===== config.mk =====
export PLATFORM = sky130hd
export DESIGN_NAME = rat_io_responder
export DESIGN_NICKNAME = d
export VERILOG_FILES = /design/src/rtl/rat_io_responder.sv
export SDC_FILE = /design/constraint.sdc
export NUM_CORES = 1
export LEC_CHECK = 0
export ABC_AREA = 1
export BUFFER_PORTS_ARGS = -buffer_cell sky130_fd_sc_hd__clkbuf_2
export CORE_ASPECT_RATIO = 0.7
export CORE_MARGIN = 5
export CORE_UTILIZATION = 63
export DETAILED_ROUTE_END_ITERATION = 12
export PLACE_DENSITY = 0.93
export REMOVE_ABC_BUFFERS = 1
export SETUP_SLACK_MARGIN = 0.02
export SLEW_MARGIN = 10
export SYNTH_ARGS = -nofsm -noshare
export SYNTH_HDL_FRONTEND = slang
export SYNTH_SLANG_ARGS = --single-unit

===== constraint.sdc =====
create_clock -name clk -period 3.3 [get_ports clk]
set_input_delay 0.66 -clock clk [delete_from_list [all_inputs] [get_ports clk]]
set_output_delay 0.66 -clock clk [all_outputs]
set_load 0.03 [all_outputs]

===== src/rtl/rat_io_responder.sv =====
// I/O-bus peripheral for the RAT CPU: LEDs, switch sync, interval timer
// with interrupt, and a TX byte FIFO drained over ready/valid.
module rat_io_responder #(
    parameter int FIFO_DEPTH = 4,
    parameter int SW_WIDTH   = 8
) (
    input  logic                clk,
    input  logic                rst,
    input  logic [7:0]          port_id,
    input  logic [7:0]          out_port,
    input  logic                io_strb,
    output logic [7:0]          in_port,
    output logic                interrupt,
    output logic [7:0]          leds,
    input  logic [SW_WIDTH-1:0] sw,
    output logic [7:0]          tx_data,
    output logic                tx_valid,
    input  logic                tx_ready
);

    localparam int PW = (FIFO_DEPTH > 1) ? $clog2(FIFO_DEPTH) : 1;
    localparam int CW = $clog2(FIFO_DEPTH + 1);

    logic [SW_WIDTH-1:0] sw_s1, sw_s2;
    logic                tmr_en, tmr_auto, irq_pending, fire;
    logic [15:0]         reload, counter;
    logic [7:0]          mem [FIFO_DEPTH];
    logic [PW-1:0]       rd_ptr, wr_ptr;
    logic [CW-1:0]       count;
    logic                overflow, full, empty, push_req, push, pop;

    logic wr_leds, wr_ctrl, wr_lo, wr_hi, wr_int, wr_stat;

    assign wr_leds  = io_strb && (port_id == 8'h20);
    assign wr_ctrl  = io_strb && (port_id == 8'h30);
    assign wr_lo    = io_strb && (port_id == 8'h31);
    assign wr_hi    = io_strb && (port_id == 8'h32);
    assign wr_int   = io_strb && (port_id == 8'h33);
    assign push_req = io_strb && (port_id == 8'h40);
    assign wr_stat  = io_strb && (port_id == 8'h41);

    assign fire      = tmr_en && (counter == 16'd0);
    assign interrupt = irq_pending;

    assign empty    = (count == '0);
    assign full     = (count == CW'(FIFO_DEPTH));
    assign tx_valid = !empty;
    assign tx_data  = mem[rd_ptr];
    assign pop      = tx_valid && tx_ready;
    // A full FIFO still takes a byte when the head leaves the same cycle
    assign push     = push_req && (!full || pop);

    function automatic logic [PW-1:0] nxt(input logic [PW-1:0] p);
        return (p == PW'(FIFO_DEPTH - 1)) ? '0 : p + 1'b1;
    endfunction

    always_ff @(posedge clk) begin
        if (rst) begin
            sw_s1 <= '0;
            sw_s2 <= '0;
            leds  <= 8'h00;
        end else begin
            sw_s1 <= sw;
            sw_s2 <= sw_s1;
            if (wr_leds) leds <= out_port;
        end
    end

    always_ff @(posedge clk) begin
        if (rst) begin
            tmr_en      <= 1'b0;
            tmr_auto    <= 1'b0;
            reload      <= 16'h0000;
            counter     <= 16'h0000;
            irq_pending <= 1'b0;
        end else begin
            if (tmr_en) begin
                if (counter != 16'd0) counter <= counter - 16'd1;
                else if (tmr_auto)    counter <= reload;
                else                  tmr_en  <= 1'b0;
            end
            // Register writes override the count step above
            if (wr_ctrl) begin
                tmr_en   <= out_port[0];
                tmr_auto <= out_port[1];
                if (!tmr_en && out_port[0]) counter <= reload;
            end
            if (wr_lo) reload[7:0]  <= out_port;
            if (wr_hi) reload[15:8] <= out_port;
            if (fire)        irq_pending <= 1'b1;
            else if (wr_int) irq_pending <= 1'b0;
        end
    end

    always_ff @(posedge clk) begin
        if (rst) begin
            rd_ptr   <= '0;
            wr_ptr   <= '0;
            count    <= '0;
            overflow <= 1'b0;
            for (int i = 0; i < FIFO_DEPTH; i++) mem[i] <= 8'h00;
        end else begin
            if (push) begin
                mem[wr_ptr] <= out_port;
                wr_ptr      <= nxt(wr_ptr);
            end
            if (pop) rd_ptr <= nxt(rd_ptr);
            if (push && !pop)      count <= count + 1'b1;
            else if (!push && pop) count <= count - 1'b1;
            if (push_req && !push)              overflow <= 1'b1;
            else if (wr_stat && out_port[7])    overflow <= 1'b0;
        end
    end

    always_comb begin
        in_port = 8'h00;
        case (port_id)
            8'h20:   in_port = leds;
            8'h21:   in_port = 8'(sw_s2);
            8'h30:   in_port = {6'b0, tmr_auto, tmr_en};
            8'h31:   in_port = reload[7:0];
            8'h32:   in_port = reload[15:8];
            8'h33:   in_port = {7'b0, irq_pending};
            8'h41:   in_port = {overflow, full, empty, 5'(count)};
            default: in_port = 8'h00;
        endcase
    end

endmodule


==> flow_summary.ini, run 1 <==
[global_route]
grt_pass1_wl_um = 23000
grt_antenna_before_repair = 0
grt_start_max_net_pins = 33
gr-total-overflow = 0
grt_usage_pct = 29.8
grt_pass1_vias = 4765

[layout]
final_util_pct = 71.9
regArea_sq_um = 2340
drive_gt1_share_pct = 12.7
area_growth_pct = 12.9
multi_input_area_sq_um = 2190
diodes = 0
n_fill_cell = 574
final_nets = 752

[logic_synthesis]
yosys_warnings = 0
synth-async-reset-ratio_pct = 0
synth_area_leaders = dfxtp_1, edfxtp_1, nor2_1, nand2_1, o21ai_0
synthTopCellsByCount = nor2_1, nand2_1, inv_1
synth_edf_count = 32
yosys.area.top_type = dfxtp_1
syn_avg_cell_area_sq_um = 7.40
synth_seq_area_share_pct = 47.3
synth_most_common_cell = nor2_1
ys_types = 31
yosys.area.top_type_share_pct = 27.9
synth_seq_cells = 101
syn_inst = 669
synth_ff_type = dfxtp_1
syn-cell-area_sq_um = 4950

[clock_tree]
post_cts_resized = 0
cts_made_buffers = 9
cts-root-buf = clkbuf_16
h-tree-depth = 3
worstSkewPairLatency_ps = 350
clock_sinks = 101
cts_max_path_buffers = 2
clk_pin_slew_ps = 70
cts_tree = yes
post_cts_buffers = 0
cts_hold_buf = 0

[setup_path]
crit_path_max_fanout = 10
cp_top_family = simple AND/OR/NAND/NOR gates
path_class = input port to output port
end_kind = output port
cp.arrival_ps = 2190
path_buf_inv = 3
critical_path.max_stage_delay_ps = 260
cp_slowest_cell = nor2_4
required_ps = 2640
start_kind = input port
crit_chain = clkbuf_2, nor2_4, nand3_1, nor2_4, inv_1, o21ai_0, nor2_1, nand2_1, clkbuf_2

[sta]
rsz0062_at_grt = no
max_freq_ghz = 0.351
worst_slack_ps = 454
relSlewSlack_pct = 57.5
finalCritPeriodShare_pct = 86.3
setup-tns-final_ps = 0
drv_slew = 0
period_minus_slack_ps = 2850
worst_clock_skew_ps = 4.37
worst_pin_slew_ps = 637
setup_viol = 0
finalHoldViolations = 0

[pwr]
peakVddDrop_v = 0.000419
power.density_nw_per_um2 = 526
p_leak_nw = 2.60

[detailed_routing]
ant_nets = 0
vias_per_cell = 6.03
drc = 0
wirelength_um = 14000
drt_iter0_markers = 809
vias = 4969
avgRoutedWirePerCell_um = 17.0
dr.pass1.iters = 7

[die]
start_util_pct = 63.7
die_h_um = 84.2
row_count = 27
fp.coreArea_sq_um = 7770
io_pins = 54
die_width_um = 116
die-area_sq_um = 9760

[min_path]
hold_class = flop to flop

[place]
pre_cts_ws_ps = 503
port-buffer-count = 53
gp_congestion = 0.958
hpwl_um = 9900

[flow_run]
drv_cap = 0

[outcome]
status = finished, final reports clean
[area by class of cell]
| class | count | share of cell area, % |
|---|---|---|
| Sequential cell | 101 | 41.9 |
| Clock inverter | 7 | 1.25 |
| Multi-Input combinational cell | 460 | 39.2 |
| Tap cell | 101 | 2.26 |
| Timing Repair Buffer | 59 | 5.55 |
| Inverter | 87 | 5.84 |
| Clock buffer | 9 | 4.03 |
[stage by stage]
stage / total power [mW] / hold WS (ps) / area (sq um) / instances
after floorplan: 1.73 / 388 / 4860 / 648
after detailed placement: 1.91 / 394 / 5290 / 808
after CTS: 2.93 / 407 / 5590 / 824
after global routing: 3.04 / 413 / 5590 / 824
final: 2.94 / 405 / 5590 / 824
after global placement: 1.89 / 392 / 5290 / 808
[worst register-to-register path: cells and delay by family (launching register included)]
kind / cells / cell delay (ps)
AOI/OAI and AO/OA: 2 / 240
buffers and inverters: 2 / 170
adders and majority gates: 2 / 610
DFF: 1 / 400
and+or+nand+nor: 6 / 760
[cells by family after synthesis]
family          synth area share, %
compound gates                 14.6
xor+xnor                      0.354
fa+ha+maj                      1.67
buf+inv                        8.44
flops                          47.3
simple gates                   27.6
[worst paths after layout]
kind,from,to,slack [ps],depth (start not counted)
worst max-delay path,port_id[3],in_port[0],450,9
worst min-delay path,sw_s1[1],sw_s2[1],410,2
worst max register to register,count[1],count[2],1060,12
worst min register to register,sw_s1[1],sw_s2[1],410,2
[layout by cell type, fill, tap and decap left out, drive strengths merged, types with 2 or more instances in the layout]
master and instances:
o2111ai 2, nor2 139, nand2 119, dfxtp 69
o31ai 2, o21ai 64, edfxtp 32, clkinv 4
clkbuf 62, ha 5, nand3 44, nand4 11
a21oi 51, xor2 2, buf 6, o22ai 15
inv 89
[where the power goes]
part	total [mW]	internal, mW	leakage [nW]	switching, mW
sequential	1.37	1.33	0.892	0.0375
combinational	0.529	0.147	1.57	0.382
clock	1.04	0.530	0.141	0.511
total	2.94	2.01	2.60	0.930
[layer usage]
| metal | vias to the layer above | part of all wire, % | GRT usage [%] |
|---|---|---|---|
| li1 | 2271 | - | - |
| met1 | 2219 | 40 | 42.1 |
| met2 | 410 | 43 | 42.9 |
| met3 | 69 | 14 | 7.93 |
| met4 | 0 | 3.8 | 13.3 |
| met5 | - | 0 | 0 |
[state kept, by name, summed over array words and instances (netlist names), named ones only]
register	flops
count	3
counter	16
interrupt	1
leds	8
mem	32
overflow	1
rd_ptr	2
reload	16
sw_s1	8
sw_s2	8
tmr_auto	1
tmr_en	1
wr_ptr	2
No activity file was read; power rests on OpenSTA's default activity.
==> run 2: changes to the inputs <==
- CORE_UTILIZATION: 63 -> 59
- PLACE_DENSITY: 0.93 -> 0.88
- clock period: 3.3 -> 3.1 ns (I/O delays scaled with it)
==> run 2 against run 1 <==
Worst hold slack worse by 2.3 ps. Combinational power is 4.5% higher. Largest cell class unchanged. Core utilization down 4.6 points.
==> flow_summary.ini, run 2 (synthesized netlist as in run 1, its figures left out) <==
[sta]
period_minus_slack_ps = 2740
worst_clock_skew_ps = 7.23
relSlewSlack_pct = 64.0
setup_viol = 0
finalHoldViolations = 0
rsz0062_at_grt = no
worst_pin_slew_ps = 539
fin_hold_ws_ps = 403
max_freq_ghz = 0.364
finalCritPeriodShare_pct = 88.5
drv_slew = 0
setup-tns-final_ps = 0

[detailed_routing]
vias = 4791
wirelength_um = 13700
dr.pass1.iters = 5
ant_nets = 0
vias_per_cell = 5.79
avgRoutedWirePerCell_um = 16.6
drc = 0
drt_iter0_markers = 605

[setup_path]
crit_path_max_fanout = 10
rr_startpoint = count[1]
crit_chain = clkbuf_2, nor2_4, nand3_1, nor2_4, inv_1, o21ai_0, nor2_1, nand2_1, clkbuf_2
cp_top_family = simple AND/OR/NAND/NOR gates
required_ps = 2480
start_kind = input port
path_buf_inv = 3
critical_path.max_stage_delay_ps = 270
worstRegToRegCells = 12
cp.arrival_ps = 2120
cp_slowest_cell = nor2_4
rr_endpoint = count[2]
reg2reg_slack_ps = 950
path_class = input port to output port
end_kind = output port

[layout]
top_regs = mem (32), counter (16), reload (16)
final_util_pct = 67.4
largest_reg_flops = 32
layout_commonest_cell = nor2_1
final_cells = 828
regMostFlops = mem
area_growth_pct = 13.0
diodes = 0
final_nets = 752
final_cell_mix = nor2_1, nand2_1, inv_1
drive_gt1_share_pct = 12.4

[clock_tree]
clock_sinks = 101
worstSkewPairLatency_ps = 340
clk_pin_slew_ps = 60
cts_hold_buf = 0
cts-root-buf = clkbuf_16
h-tree-depth = 3
cts_made_buffers = 9
post_cts_resized = 0
cts_tree = yes
cts_max_path_buffers = 2
post_cts_buffers = 0

[global_route]
gr-total-overflow = 0
grt_start_max_net_pins = 35
grt_pass1_wl_um = 22700
grt_pass1_vias = 4571
grt_usage_pct = 27.8
grt_antenna_before_repair = 0

[min_path]
whs_endpoint = sw_s2[6]
min_path_cells = 2
hold_start = sw_s1[6]
hold_class = flop to flop

[pwr]
power.total_mw = 3.13
p_leak_nw = 2.61
peakVddDrop_v = 0.000436
power.density_nw_per_um2 = 560

[die]
io_pins = 54
row_count = 28
die_h_um = 86.6
fp.coreArea_sq_um = 8300
die-area_sq_um = 10300
start_util_pct = 59.6
die_width_um = 119

[flow_run]
drv_cap = 0

[place]
port-buffer-count = 53
place_inst = 812
hpwl_um = 10100
gp_congestion = 1.02

[outcome]
status = finished, final reports clean
run 2: worst max path at each step:
stage                    start          to  slack [ps]  depth (start not counted)
finish              port_id[3]  in_port[0]         360                          9
global route        port_id[3]  in_port[5]         210                          9
CTS                 port_id[3]  in_port[5]         380                          9
detailed placement  port_id[3]  in_port[5]         380                          9
global placement    port_id[3]  in_port[3]         460                          7
floorplan           port_id[3]  in_port[3]         670                          5
run 2: metrics by stage:
step / worst slack (ps) / cell area (sq um)
2_1_floorplan: 673 / 4860
3_3_place_gp: 464 / 5300
3_5_place_dp: 383 / 5300
4_1_cts: 383 / 5590
5_1_grt: 215 / 5590
6_report: 356 / 5590
run 2: worst reg2reg max path: stages, from the launching register on:
cell	delay [ps]
dfxtp_1	380
inv_1	90
nand3_1	120
nor2_1	90
nor3_4	310
ha_1	200
inv_1	70
fa_1	380
nor2_1	110
nor2_1	50
nand2_1	90
o21ai_0	80
a21oi_1	120
run 2: layout make-up:
| type | count | area [sq um] |
|---|---|---|
| clock inverter | 4 | 48.8 |
| inverter | 87 | 327 |
| timing repair buffer | 59 | 310 |
| multi-input combinational | 460 | 2190 |
| fill | 698 | 2710 |
| sequential | 101 | 2340 |
| clock buffer | 12 | 246 |
| tap | 105 | 131 |
run 2: layer usage:
metal / track usage (%) / vias to the layer above / wire [um]
li1: - / 2278 / -
met1: 37.9 / 2188 / 5770
met2: 43.6 / 306 / 6050
met3: 8.02 / 19 / 1720
met4: 7.90 / 0 / 201
met5: 0 / - / 0
run 2: power by group:
group	internal [mW]	leakage, nW	switching, mW	total, mW
clock network	0.647	0.147	0.476	1.12
registers	1.42	0.892	0.0413	1.46
logic	0.156	1.57	0.397	0.553
total	2.22	2.61	0.914	3.13
==> run 3: changes to the inputs <==
- GPL_TIMING_DRIVEN: not set -> 0
==> run 3 against run 2 <==
Fmax shrank 4.9%. Largest power group unchanged. Die area is the same. Critical path depth is the same. First-iteration DRC count grew 12%. Combinational power shrank 6.3%. Power shrank 2.1%. Count of clock-buffer cells in the layout shrank 3. Register-to-register slack lost 500 ps. Sequential share of layout area grew 0.34 points. Sequential power is essentially flat.
==> flow_summary.ini, run 3 (synthesized netlist as in run 1, its figures left out) <==
[pwr]
peakVddDrop_v = 0.000502
power.total_mw = 3.07
p_leak_nw = 2.56
power.density_nw_per_um2 = 553

[place]
gp_congestion = 0.990
port-buffer-count = 53
pre_cts_ws_ps = -232
hpwl_um = 9610

[layout]
drive_gt1_share_pct = 12.3
regMostFlops = mem
top_regs = mem (32), counter (16), reload (16)
final_cell_mix = nor2_1, nand2_1, inv_1
largest_reg_flops = 32
area_growth_pct = 12.1
diodes = 0
final_nets = 747
layout_commonest_cell = nor2_1

[setup_path]
required_ps = 2480
path_class = input port to output port
cp.arrival_ps = 2270
critical_path.max_stage_delay_ps = 280
end_kind = output port
crit_path_max_fanout = 10
crit_chain = clkbuf_2, nor2_4, nand3_1, nor2_4, inv_1, o22ai_1, inv_1, nand4_1, clkbuf_2
start_kind = input port
cp_slowest_cell = nor2_4

[sta]
max_freq_ghz = 0.347
finalHoldViolations = 0
worst_slack_ps = 214
relSlewSlack_pct = 34.2
worst_pin_slew_ps = 983
period_minus_slack_ps = 2890
setup_viol = 0
finalCritPeriodShare_pct = 93.1
worst_clock_skew_ps = 7.29
drv_slew = 0
rsz0062_at_grt = no
setup-tns-final_ps = 0

[die]
die_width_um = 119
row_count = 28
die_h_um = 86.6
start_util_pct = 59.6
io_pins = 54
die-area_sq_um = 10300
fp.coreArea_sq_um = 8300

[global_route]
grt_start_max_net_pins = 43
grt_antenna_before_repair = 0
grt_pass1_vias = 4577
gr-total-overflow = 0
grt_pass1_wl_um = 22100
grt_usage_pct = 26.8

[detailed_routing]
ant_nets = 0
avgRoutedWirePerCell_um = 16.4
wirelength_um = 13500
drc = 0
dr.pass1.iters = 6
vias = 4885
vias_per_cell = 5.94
drt_iter0_markers = 678

[clock_tree]
cts-root-buf = clkbuf_16
cts_made_buffers = 9
h-tree-depth = 3
post_cts_buffers = 0
cts_hold_buf = 0
cts_max_path_buffers = 2
clock_sinks = 101
clk_pin_slew_ps = 70
cts_tree = yes
post_cts_resized = 0
worstSkewPairLatency_ps = 350

[min_path]
hold_class = flop to flop

[flow_run]
drv_cap = 0

[outcome]
status = finished, final reports clean
-- run 3: critical path, delay by kind of cell --
| family | cells | cell delay, ps |
|---|---|---|
| buf+inv | 4 | 570 |
| compound gates | 1 | 240 |
| simple gates | 4 | 830 |
-- run 3: final timing paths --
| check | startpoint | to | cells past startpoint | slack (ps) |
|---|---|---|---|---|
| worst max-delay path | port_id[3] | in_port[2] | 9 | 210 |
| worst min-delay path | sw_s1[4] | sw_s2[4] | 2 | 400 |
| worst max register to register | tmr_en | counter[0] | 6 | 450 |
| worst min register to register | sw_s1[4] | sw_s2[4] | 2 | 400 |
-- run 3: stage by stage --
| step | utilization, % | hold slack, ps | area, sq um | std cells |
|---|---|---|---|---|
| floorplan | - | 388 | 4860 | 648 |
| global placement | 63.3 | 395 | 5250 | 806 |
| detailed placement | 63.3 | 393 | 5260 | 806 |
| CTS | 66.7 | 405 | 5540 | 822 |
| global route | 66.8 | 424 | 5550 | 823 |
| finish | 66.8 | 404 | 5550 | 823 |
-- run 3: final cells by class --
cell class              count  area, sq um
clock inverters             7         56.3
fillers                   702         2750
well taps                 105          131
flip-flops and latches    101         2340
repair buffers             53          265
inverters                  87          330
multi-input cells         460         2190
clock buffers               9          225
repair inverters            1         5.00
-- run 3: layer usage --
layer	wire, um	track usage [%]
met5	0	0
met4	502	10.9
met1	5510	37.4
met3	1660	6.46
met2	5850	40.5
-- run 3: power breakdown --
group	leakage, nW	total [mW]	switching [mW]	internal, mW
registers	0.892	1.47	0.0556	1.42
logic	1.53	0.518	0.371	0.147
clock network	0.132	1.08	0.525	0.555
total	2.56	3.07	0.952	2.12
